File: src/rtl/updown_sched_pkg.sv
// Shared types and default widths for the up/down pair scheduler.
// Macro UPDOWN_SCHED_CROSS_STOP_EN (optional) enables early stop when the pair's values meet.
package updown_sched_pkg;

  localparam int DEF_NUM_REQ = 2;
  localparam int DEF_LEN_W   = 4;
  localparam int DEF_VAL_W   = 4;

  typedef enum logic [1:0] {
    ST_IDLE = 2'd0,
    ST_RUN  = 2'd1,
    ST_DONE = 2'd2
  } state_t;

  typedef enum logic {
    OP_COUNT = 1'b0,
    OP_SWAP  = 1'b1
  } op_t;

  // A single requester still needs a 1-bit index
  function automatic int idx_width(input int n);
    return (n > 1) ? $clog2(n) : 1;
  endfunction

endpackage

File: src/rtl/updown_pair_sched_rr_arbiter.sv
// Rotating-priority picker: first asserted request strictly after i_rr_ptr, wrapping.
module rr_arbiter
  import updown_sched_pkg::*;
#(
  parameter int NUM_REQ = DEF_NUM_REQ,
  parameter int IDX_W   = idx_width(NUM_REQ)
) (
  input  logic [NUM_REQ-1:0] i_req,
  input  logic [IDX_W-1:0]   i_rr_ptr,
  output logic [NUM_REQ-1:0] o_grant,
  output logic [IDX_W-1:0]   o_idx,
  output logic               o_valid
);

  // Scan from the requester after the pointer; the first hit wins
  always_comb begin
    o_grant = '0;
    o_idx   = '0;
    o_valid = 1'b0;
    for (int k = 1; k <= NUM_REQ; k++) begin
      if (!o_valid && i_req[(int'(i_rr_ptr) + k) % NUM_REQ]) begin
        o_grant[(int'(i_rr_ptr) + k) % NUM_REQ] = 1'b1;
        o_idx   = IDX_W'((int'(i_rr_ptr) + k) % NUM_REQ);
        o_valid = 1'b1;
      end else begin
        o_valid = o_valid;
      end
    end
  end

endmodule

File: src/rtl/updown_pair_sched.sv
// Round-robin scheduler sharing one up/down counter pair between requesters.
// Optional macro UPDOWN_SCHED_CROSS_STOP_EN: stop a COUNT burst once up_val == down_val.
module updown_pair_sched
  import updown_sched_pkg::*;
#(
  parameter int NUM_REQ = DEF_NUM_REQ,
  parameter int LEN_W   = DEF_LEN_W,
  parameter int VAL_W   = DEF_VAL_W
) (
  input  logic                     i_clock,
  input  logic                     i_reset,
  input  logic [NUM_REQ-1:0]       i_req,
  input  logic [NUM_REQ-1:0]       i_req_op,
  input  logic [NUM_REQ*LEN_W-1:0] i_req_len,
  output logic [NUM_REQ-1:0]       o_gnt,
  output logic [NUM_REQ-1:0]       o_done,
  output logic                     o_early_stop,
  output logic                     o_busy,
  output logic                     o_swap,
  output logic                     o_enable,
  input  logic [VAL_W-1:0]         i_up_val,
  input  logic [VAL_W-1:0]         i_down_val
);

  localparam int IDX_W = idx_width(NUM_REQ);

  state_t             r_state;
  op_t                r_op;
  logic [IDX_W-1:0]   r_winner;
  logic [IDX_W-1:0]   r_rr_ptr;
  logic [LEN_W-1:0]   r_remaining;
  logic [NUM_REQ-1:0] r_gnt;
  logic [NUM_REQ-1:0] r_done;
  logic               r_busy;
  logic               r_enable;
  logic               r_swap;
  logic               r_early_stop;

  logic [NUM_REQ-1:0] w_arb_grant;
  logic [IDX_W-1:0]   w_arb_idx;
  logic               w_arb_valid;
  logic [LEN_W-1:0]   w_sel_len;
  op_t                w_sel_op;
  logic               w_cross;

  rr_arbiter #(
    .NUM_REQ (NUM_REQ),
    .IDX_W   (IDX_W)
  ) u_arb (
    .i_req    (i_req),
    .i_rr_ptr (r_rr_ptr),
    .o_grant  (w_arb_grant),
    .o_idx    (w_arb_idx),
    .o_valid  (w_arb_valid)
  );

  assign w_sel_len = i_req_len[int'(w_arb_idx)*LEN_W +: LEN_W];
  assign w_sel_op  = op_t'(i_req_op[w_arb_idx]);

`ifdef UPDOWN_SCHED_CROSS_STOP_EN
  // Only live COUNT cycles can stop early; a len=0 pass-through never reports it
  assign w_cross = (r_state == ST_RUN) && (r_op == OP_COUNT) &&
                   (r_remaining != '0) && (i_up_val == i_down_val);
`else
  logic w_unused_vals;
  assign w_unused_vals = ^{i_up_val, i_down_val};
  assign w_cross       = 1'b0;
`endif

  // Scheduler FSM with all handshake outputs registered
  always_ff @(posedge i_clock) begin
    if (i_reset) begin
      r_state      <= ST_IDLE;
      r_op         <= OP_COUNT;
      r_winner     <= '0;
      r_rr_ptr     <= IDX_W'(NUM_REQ - 1);
      r_remaining  <= '0;
      r_gnt        <= '0;
      r_done       <= '0;
      r_busy       <= 1'b0;
      r_enable     <= 1'b0;
      r_swap       <= 1'b0;
      r_early_stop <= 1'b0;
    end else begin
      case (r_state)
        ST_IDLE: begin
          r_done       <= '0;
          r_early_stop <= 1'b0;
          if (w_arb_valid) begin
            r_state     <= ST_RUN;
            r_winner    <= w_arb_idx;
            r_op        <= w_sel_op;
            r_remaining <= w_sel_len;
            r_gnt       <= w_arb_grant;
            r_busy      <= 1'b1;
            r_swap      <= (w_sel_op == OP_SWAP);
            r_enable    <= (w_sel_op == OP_SWAP) || (w_sel_len != '0);
          end else begin
            r_gnt    <= '0;
            r_busy   <= 1'b0;
            r_enable <= 1'b0;
            r_swap   <= 1'b0;
          end
        end
        ST_RUN: begin
          // remaining==1 marks the last enabled step; 0 is the empty-burst pass-through
          if ((r_op == OP_SWAP) || w_cross || (r_remaining <= LEN_W'(1))) begin
            r_state      <= ST_DONE;
            r_enable     <= 1'b0;
            r_swap       <= 1'b0;
            r_done       <= r_gnt;
            r_early_stop <= w_cross;
          end else begin
            r_remaining <= r_remaining - LEN_W'(1);
          end
        end
        ST_DONE: begin
          r_state      <= ST_IDLE;
          r_rr_ptr     <= r_winner;
          r_gnt        <= '0;
          r_done       <= '0;
          r_busy       <= 1'b0;
          r_early_stop <= 1'b0;
        end
        default: begin
          r_state      <= ST_IDLE;
          r_gnt        <= '0;
          r_done       <= '0;
          r_busy       <= 1'b0;
          r_enable     <= 1'b0;
          r_swap       <= 1'b0;
          r_early_stop <= 1'b0;
        end
      endcase
    end
  end

  assign o_gnt        = r_gnt;
  assign o_done       = r_done;
  assign o_busy       = r_busy;
  assign o_swap       = r_swap;
  assign o_enable     = r_enable & ~w_cross;
  assign o_early_stop = r_early_stop;

endmodule

File: config.mk
export PLATFORM = sky130hd
export DESIGN_NAME = updown_pair_sched
export DESIGN_NICKNAME = d
export VERILOG_FILES = /design/src/rtl/updown_sched_pkg.sv /design/src/rtl/updown_pair_sched_rr_arbiter.sv /design/src/rtl/updown_pair_sched.sv
export SDC_FILE = /design/constraint.sdc
export NUM_CORES = 1
export LEC_CHECK = 0
export ABC_AREA = 1
export CORE_MARGIN = 4
export CORE_UTILIZATION = 47
export DETAILED_ROUTE_END_ITERATION = 16
export PLACE_DENSITY_LB_ADDON = 0.25
export SLEW_MARGIN = 20
export SYNTH_ARGS = -nofsm -noshare
export SYNTH_HDL_FRONTEND = slang
export SYNTH_SLANG_ARGS = --single-unit
File: constraint.sdc
create_clock -name i_clock -period 3.5 [get_ports i_clock]
set_input_delay 0.35 -clock i_clock [delete_from_list [all_inputs] [get_ports i_clock]]
set_output_delay 0.35 -clock i_clock [all_outputs]
set_load 0.05 [all_outputs]
-- Word level (Yosys, flattened, before mapping)
Index checks and enable logic that the tools add are counted.
- RAM bits: 0
- ROM bits: 0
- bits of input ports: 22
- latch bits: 0
- memories kept: 0
- bits in registers: 16
- mux-type cells: 33
- magnitude comparators: 6
- reductions and logical operators: 14
- equality and inequality tests: 5
- shift-type cells: 1
- divide/modulo/power cells: 0
- $add $sub $neg: 3
- bitwise operators: 5
- multiply operators: 0
- operators with widths (cell ; count):
    two-way mux 1 bit ; 18
    two-way mux 2 bit ; 5
    two-way mux 4 bit ; 2
    one-hot mux 2 bit (2 select lines) ; 2
    one-hot mux 4 bit (2 select lines) ; 1
    indexed part select 8 x 4 -> 4 bit ; 1
    less-than comparator 2 x 3 -> 1 bit (second input constant) ; 2
    one-hot mux 1 bit (3 select lines) ; 2
    AND reduction 2 bit ; 3
    greater-or-equal comparator 2 x 1 -> 1 bit (second input constant) ; 2
    less-or-equal comparator 4 x 1 -> 1 bit (second input constant) ; 1
    inequality test 2 bit (second input constant) ; 2
    nonzero test 4 bit ; 1
    subtractor 4 x 1 -> 4 bit (second input constant) ; 1
    logical AND 1 bit ; 3
    AND reduction 3 bit ; 1
    adder 1 bit (second input constant) ; 2
    bitwise AND 1 bit (first input constant) ; 2
    demux 1 bit (select 1 bit) ; 2
    == test 2 x 1 -> 1 bit (second input constant) ; 1
    == test 2 bit (second input constant) ; 1
    zero test 2 bit ; 1
    logical OR 1 bit ; 2
    less-than comparator 1 x 2 -> 1 bit (second input constant) ; 1
    7 further kinds ; 8

-- Longest topological paths before layout
Gate-level depths: netlist of the first run.
- depth in word-level cells: 14
- mapped depth: 10
- gate-level depth less buffers: 10

-- Cells and area by module
Synthesis of the first run repeated with hierarchy kept, for this count alone.
- cells, all modules: 130
- area, all modules: 863.3 µm²
- by module, submodules not included (module ; area each (µm²) ; instances ; cells each):
    updown_pair_sched ; 833.3 ; 1 ; 123
    rr_arbiter ; 30.0 ; 1 ; 7

-- Least setup slack after synthesis of the first run
No wires, ideal clock.
- path kind: flip-flop to flip-flop
- start: register r_remaining[0]
- end: register r_remaining[0]
- path slack: 2.131 ns
- arrival time: 1.256 ns
- path buffers: 0
- cell stages (with the launch flop): 11
- required time: 3.387 ns
- path through: dfxtp_1 inv_1 ha_1 inv_1 nand2_1 a21oi_4 nand2_2 nand2_2 inv_2 nor2_1 nor2_1
- longest elaborated chain between the ends: 4
- ends and longest elaborated chain (element ; line ; source):
    start, declared ; updown_pair_sched.sv:31 ; logic [LEN_W-1:0] r_remaining;
    start signal, assigned ; updown_pair_sched.sv:93 ; r_remaining <= w_sel_len;
    start signal, assigned ; updown_pair_sched.sv:114 ; r_remaining <= r_remaining - LEN_W'(1);
    less-or-equal comparator 4 x 1 -> 1 bit ; updown_pair_sched.sv:107 ; if ((r_op == OP_SWAP) || w_cross || (r_remaining <= LEN_W'(1))) begin
    logical OR 1 bit ; updown_pair_sched.sv:107 ;
    inequality test 2 bit (no line) ; -- ;
    AND reduction 3 bit (no line) ; -- ;
Several ways; a longest one is shown, not always the timed one. The select of a mux whose other input is x is not followed.
A chain may end at the register's enable or synchronous reset.

-- Worst setup path in the final report of the first run
- start: register r_gnt[0], in the netlist o_gnt[0]
- end: output o_gnt[0]
- RTL lines (element ; line ; source):
    start, declared ; updown_pair_sched.sv:32 ; logic [NUM_REQ-1:0] r_gnt;
    start signal, assigned ; updown_pair_sched.sv:94 ; r_gnt <= w_arb_grant;
    end, declared ; updown_pair_sched.sv:15 ; output logic [NUM_REQ-1:0] o_gnt,
No word-level cell between the ends.

==> impl_metrics.toml, run 1 <==
[grt]
grt.busiest_layer = "met2"
met2_usage_pct = 28.3
antenna_found_initial = 0
grt_pass1_wl_um = 3260
overflow = 0
grtUsageTotal_pct = 17.0
grt_max_degree = 14
grt_pass1_vias = 769
use_met1_pct = 21.5
use_met3_pct = 1.75

[placed_design]
gp_congestion = 0.809
detailed_place_hpwl_um = 1490
numPortBuffers = 20
dp_slack_ps = 1690
placed_area_mm2 = 0.00108

[timing]
max_slew.worst_pin.slew_ps = 521
tns_ps = 0
timing.final.hold_violations = 0
period_minus_slack_ps = 1810
slew_violations = 0
setup_ws_ps = 1690
rsz0062_at_grt = "false"
period_share_pct = 51.7
slew_headroom_pct = 65.2
setup_viol = 0
finClkSkew_ps = 5.91
fmax_mhz = 552

[yosys]
synth-seq-area-share_pct = 37.1
yosysUniqueCellTypes = 22
synth_top_cell_by_area = "dfxtp_1"
synth.avg_cell_area_um2 = 6.69
synth_seq_cells = 16
async_flop_share_pct = 0
synth_warnings = 0
ys_top_cells_by_count = "33 x nand2_1, 17 x inv_1, 16 x dfxtp_1, 15 x nand3_1, 10 x nor2_1"
synth_ff_type = "dfxtp_1"
synthCells = 129
ys_top_cells_by_area = "dfxtp_1 37%, nand2_1 14%, nand3_1 8.7%"
netlist.area_leader.share_pct = 37.1
synth_edf_count = 0
syn-cell-area_um2 = 863
synthesis.nets = 153
synth_most_common_cell = "nand2_1"

[drt]
drc = 0
dr.pass1.iters = 4
first_iter_violations = 18
totalWireLength_um = 1850
vias = 827
drtAntennaViolNets = 0
avgViaCountPerCell = 4.73
wl_per_cell_um = 10.6

[final_layout]
postLayoutCoreUtil_pct = 64.6
n_fill_cell = 165
seq_area_um2 = 320
drive_above_1_share_pct = 11.3
area.growth.synth_to_final_pct = 29.1
fin_area_mm2 = 0.00111
n_antenna_cell = 0
multi_input_area_um2 = 444
fin_nets = 175

[status]
status = "complete, no violations"

[die]
core.rowCount = 15
die_height_um = 50.9
io_pins = 30
die_x_um = 50.9
initial_core_util_pct = 50.0
core_mm2 = 0.00173
die_area_mm2 = 0.00259

[clocking]
postCtsSetupBuffers = 0
clk_pin_slew_ps = 90
numCtsBuffers = 3
cts_hold_buf = 0
cts_tree = "built"
clock_latency_ps = 290
root_buffer = "clkbuf_4"
post_cts_resized = 0
htree_levels = 1
clock-sinks = 16
clock_path_buffers = 2

[worst_setup_path]
critical_path.max_stage_delay_ps = 810
crit_type = "reg -> out"
end_kind = "output pin"
cp_max_fo = 3
cp_top_family = "buffers and inverters"
arrival_ps = 1460
critPathRequiredTime_ps = 3150
path_buf_inv = 1
crit_path_cell_trace = "clkdlybuf4s50_1"
cp-start-kind = "flip-flop"
cp_slowest_cell = "clkdlybuf4s50_1"

[flow_run]
cap_violations = 0

[power_and_ir_drop]
finalPower_uw = 613
leakage_uw = 0.000519
power.density_mw_per_mm2 = 550
peakVddDrop_mv = 0.338

[min_path]
min_path_type = "reg -> reg"
[power breakdown]
part           switching, uW  internal, uW
registers               23.1           213
clock network           59.4          63.5
logic                    162          92.1
[cells by family (layout without fill, tap and decap cells)]
logic type | count (synthesis) | after routing | synth area share, %
other | 1 | 1 | 0.434
DFF | 16 | 16 | 37.1
AOI/OAI and AO/OA | 19 | 19 | 14.6
buffers and inverters | 25 | 46 | 11.4
adders and majority gates | 2 | 2 | 2.90
and+or+nand+nor | 66 | 66 | 33.5
[cells in the final DEF, fill, tap and decap left out, drive strengths merged]
cell / count
nand2: 37
inv: 22
clkdlybuf4s50: 20
dfxtp: 16
nand3: 15
nor2: 11
o21ai: 9
a21oi: 8
clkbuf: 4
nand3b: 2
ha: 2
o211ai: 1
nand4: 1
o21bai: 1
conb: 1
[layer usage]
metal / wire [um] / part of all wire (%)
met5: 0 / 0
met4: 48 / 2.6
met3: 44 / 2.4
met2: 905 / 49
met1: 850 / 46
[sequential cells by signal, indices dropped and copies added (netlist names)]
signal	count
r_remaining	4
r_winner	1
r_op	1
o_swap	1
r_state	2
o_enable	1
r_rr_ptr	1
o_done	2
o_gnt	2
o_busy	1
[metrics by stage]
stage               instances  hold WS [ps]
CTS                       175           471
floorplan                 129           419
detailed placement        171           457
global placement          171           452
finish                    175           467
global route              175           497
[final timing paths]
check	startpoint	end	slack, ps	cells after the start
worst max-delay path	o_gnt[0]$_SDFFE_PP0N_	o_gnt[0]	1690	1
worst min-delay path	o_done[0]$_SDFFE_PP0P_	o_done[0]$_SDFFE_PP0P_	470	2
worst max register to register	r_remaining[0]$_SDFFE_PP0P_	r_remaining[3]$_SDFFE_PP0P_	1920	10
worst min register to register	o_done[0]$_SDFFE_PP0P_	o_done[0]$_SDFFE_PP0P_	470	2
[layout make-up]
type | count | area share (%)
Sequential cell | 16 | 28.7
Clock buffer | 4 | 3.25
Timing Repair Buffer | 20 | 18.0
Tap cell | 25 | 2.81
Multi-Input combinational cell | 88 | 39.8
Inverter | 22 | 7.41
Note: power is estimated with default switching activity, not from simulation.
==> inputs of run 2 (changes only) <==
- CORE_UTILIZATION: 47 -> 43
- clock period: 3.5 -> 1.9 ns (I/O delays scaled with it)
==> run 2 against run 1 <==
  * Sequential cell count unchanged
  * Register-to-register slack worse by 1600 ps
  * Critical path type unchanged
  * Largest power group unchanged
  * Clock skew down 1.8 ps
  * Final area grew 0.67%
==> impl_metrics.toml, run 2 (synthesis gave the netlist of run 1 again) <==
[status]
status = "complete, no violations"

[min_path]
min_delay_worst_endpoint = "o_done[0]$_SDFFE_PP0P_"
whs_path_depth = 2
hold_start = "o_done[0]$_SDFFE_PP0P_"
min_path_type = "reg -> reg"

[clocking]
root_buffer = "clkbuf_4"
clk_pin_slew_ps = 90
post_cts_resized = 0
clock-sinks = 16
htree_levels = 1
cts_hold_buf = 0
cts_tree = "built"
clock_latency_ps = 290
clock_path_buffers = 2
numCtsBuffers = 3
postCtsSetupBuffers = 0

[final_layout]
final_common_cell = "nand2_1"
final_cell_mix = "33 x nand2_1, 20 x clkdlybuf4s50_1, 17 x inv_1"
area.growth.synth_to_final_pct = 30.0
largest_reg_flops = 4
n_fill_cell = 184
regMostFlops = "r_remaining"
n_antenna_cell = 0
fin_nets = 176
drive_above_1_share_pct = 11.9
postLayoutCoreUtil_pct = 61.6

[timing]
rsz0062_at_grt = "false"
setup_ws_ps = 248
finClkSkew_ps = 4.07
hold_ws_ps = 470
period_share_pct = 87.0
slew_violations = 0
timing.final.hold_violations = 0
fmax_mhz = 605
tns_ps = 0
period_minus_slack_ps = 1650
setup_viol = 0

[worst_setup_path]
ff2ff_setup_slack_ps = 290
critical_path.max_stage_delay_ps = 810
crit_path_start = "o_gnt[0]$_SDFFE_PP0N_"
cp_slowest_cell = "clkdlybuf4s50_1"
crit_type = "reg -> out"
crit_path_cell_trace = "clkdlybuf4s50_1"
r2r-end = "r_remaining[2]$_SDFFE_PP0P_"
cp_max_fo = 3
r2r-start = "r_remaining[0]$_SDFFE_PP0P_"
path_buf_inv = 1
end_kind = "output pin"
r2r_cells = 10
arrival_ps = 1460
cp_top_family = "buffers and inverters"
cp-start-kind = "flip-flop"
critPathRequiredTime_ps = 1710

[die]
die_area_mm2 = 0.00279
die_height_um = 52.8
die_x_um = 52.8
io_pins = 30
core_mm2 = 0.00182
core.rowCount = 15
initial_core_util_pct = 47.4

[drt]
drtAntennaViolNets = 0
totalWireLength_um = 1930
first_iter_violations = 15
wl_per_cell_um = 11.0
dr.pass1.iters = 4
drc = 0
vias = 843
avgViaCountPerCell = 4.79

[placed_design]
gp_congestion = 0.827
dp_slack_ps = 232
detailed_place_hpwl_um = 1520
numPortBuffers = 20

[grt]
overflow = 0
grt_pass1_wl_um = 3190
grt_max_degree = 13
grt_pass1_vias = 781
antenna_found_initial = 0
grtUsageTotal_pct = 15.5

[power_and_ir_drop]
peakVddDrop_mv = 0.614
leakage_uw = 0.000524
power.density_mw_per_mm2 = 1020

[flow_run]
cap_violations = 0
==> run 2: changes by cell type in the layout (fill, tap and decap cells not counted) <==
cell,change
buf_4,+1
==> run 2: layout make-up <==
type                            count  area (um^2)  share of cell area [%]
Multi-Input combinational cell     88          444                    39.6
Sequential cell                    16          320                    28.5
Timing Repair Buffer               21          208                    18.5
Inverter                           22         82.6                    7.36
Clock buffer                        4         36.3                    3.23
Tap cell                           25         31.3                    2.79
==> run 2: how the worst max path moves through the flow <==
stage                                        endpoint  slack, ps  depth (start not counted)
after detailed placement        o_enable$_SDFFE_PP0P_        230                          8
after CTS                                    o_gnt[0]        240                          1
final                                        o_gnt[0]        250                          1
after global routing      r_remaining[0]$_SDFFE_PP0P_        160                         10
after global placement          o_enable$_SDFFE_PP0P_        280                          8
after floorplan           r_remaining[0]$_SDFFE_PP0P_        530                         10
==> run 2: metal layers <==
layer	part of all wire (%)	up-vias	wire, um	track usage [%]
met5	0	-	0	0
li1	-	450	-	-
met1	47	374	910	18.3
met3	2.5	6	48	2.56
met2	48	13	924	27.3
met4	2.3	0	44	6.81
==> run 2: worst register-to-register path: cells and delay by family, from the launching register on <==
| kind | cells | cell delay (ps) |
|---|---|---|
| and+or+nand+nor | 5 | 460 |
| DFF | 1 | 370 |
| buffers and inverters | 3 | 260 |
| adders and majority gates | 1 | 230 |
| AOI/OAI and AO/OA | 1 | 200 |
==> run 2: stage by stage <==
stage / cells / total power [uW] / cell area (um^2)
after floorplan: 129 / 787 / 863
after global placement: 172 / 905 / 1090
after detailed placement: 172 / 918 / 1090
after CTS: 176 / 1140 / 1120
after global routing: 176 / 1220 / 1120
final: 176 / 1140 / 1120
==> run 2: power by group <==
group	switching [uW]	internal, uW
Sequential	44.1	392
Clock	110	117
Combinational	302	176
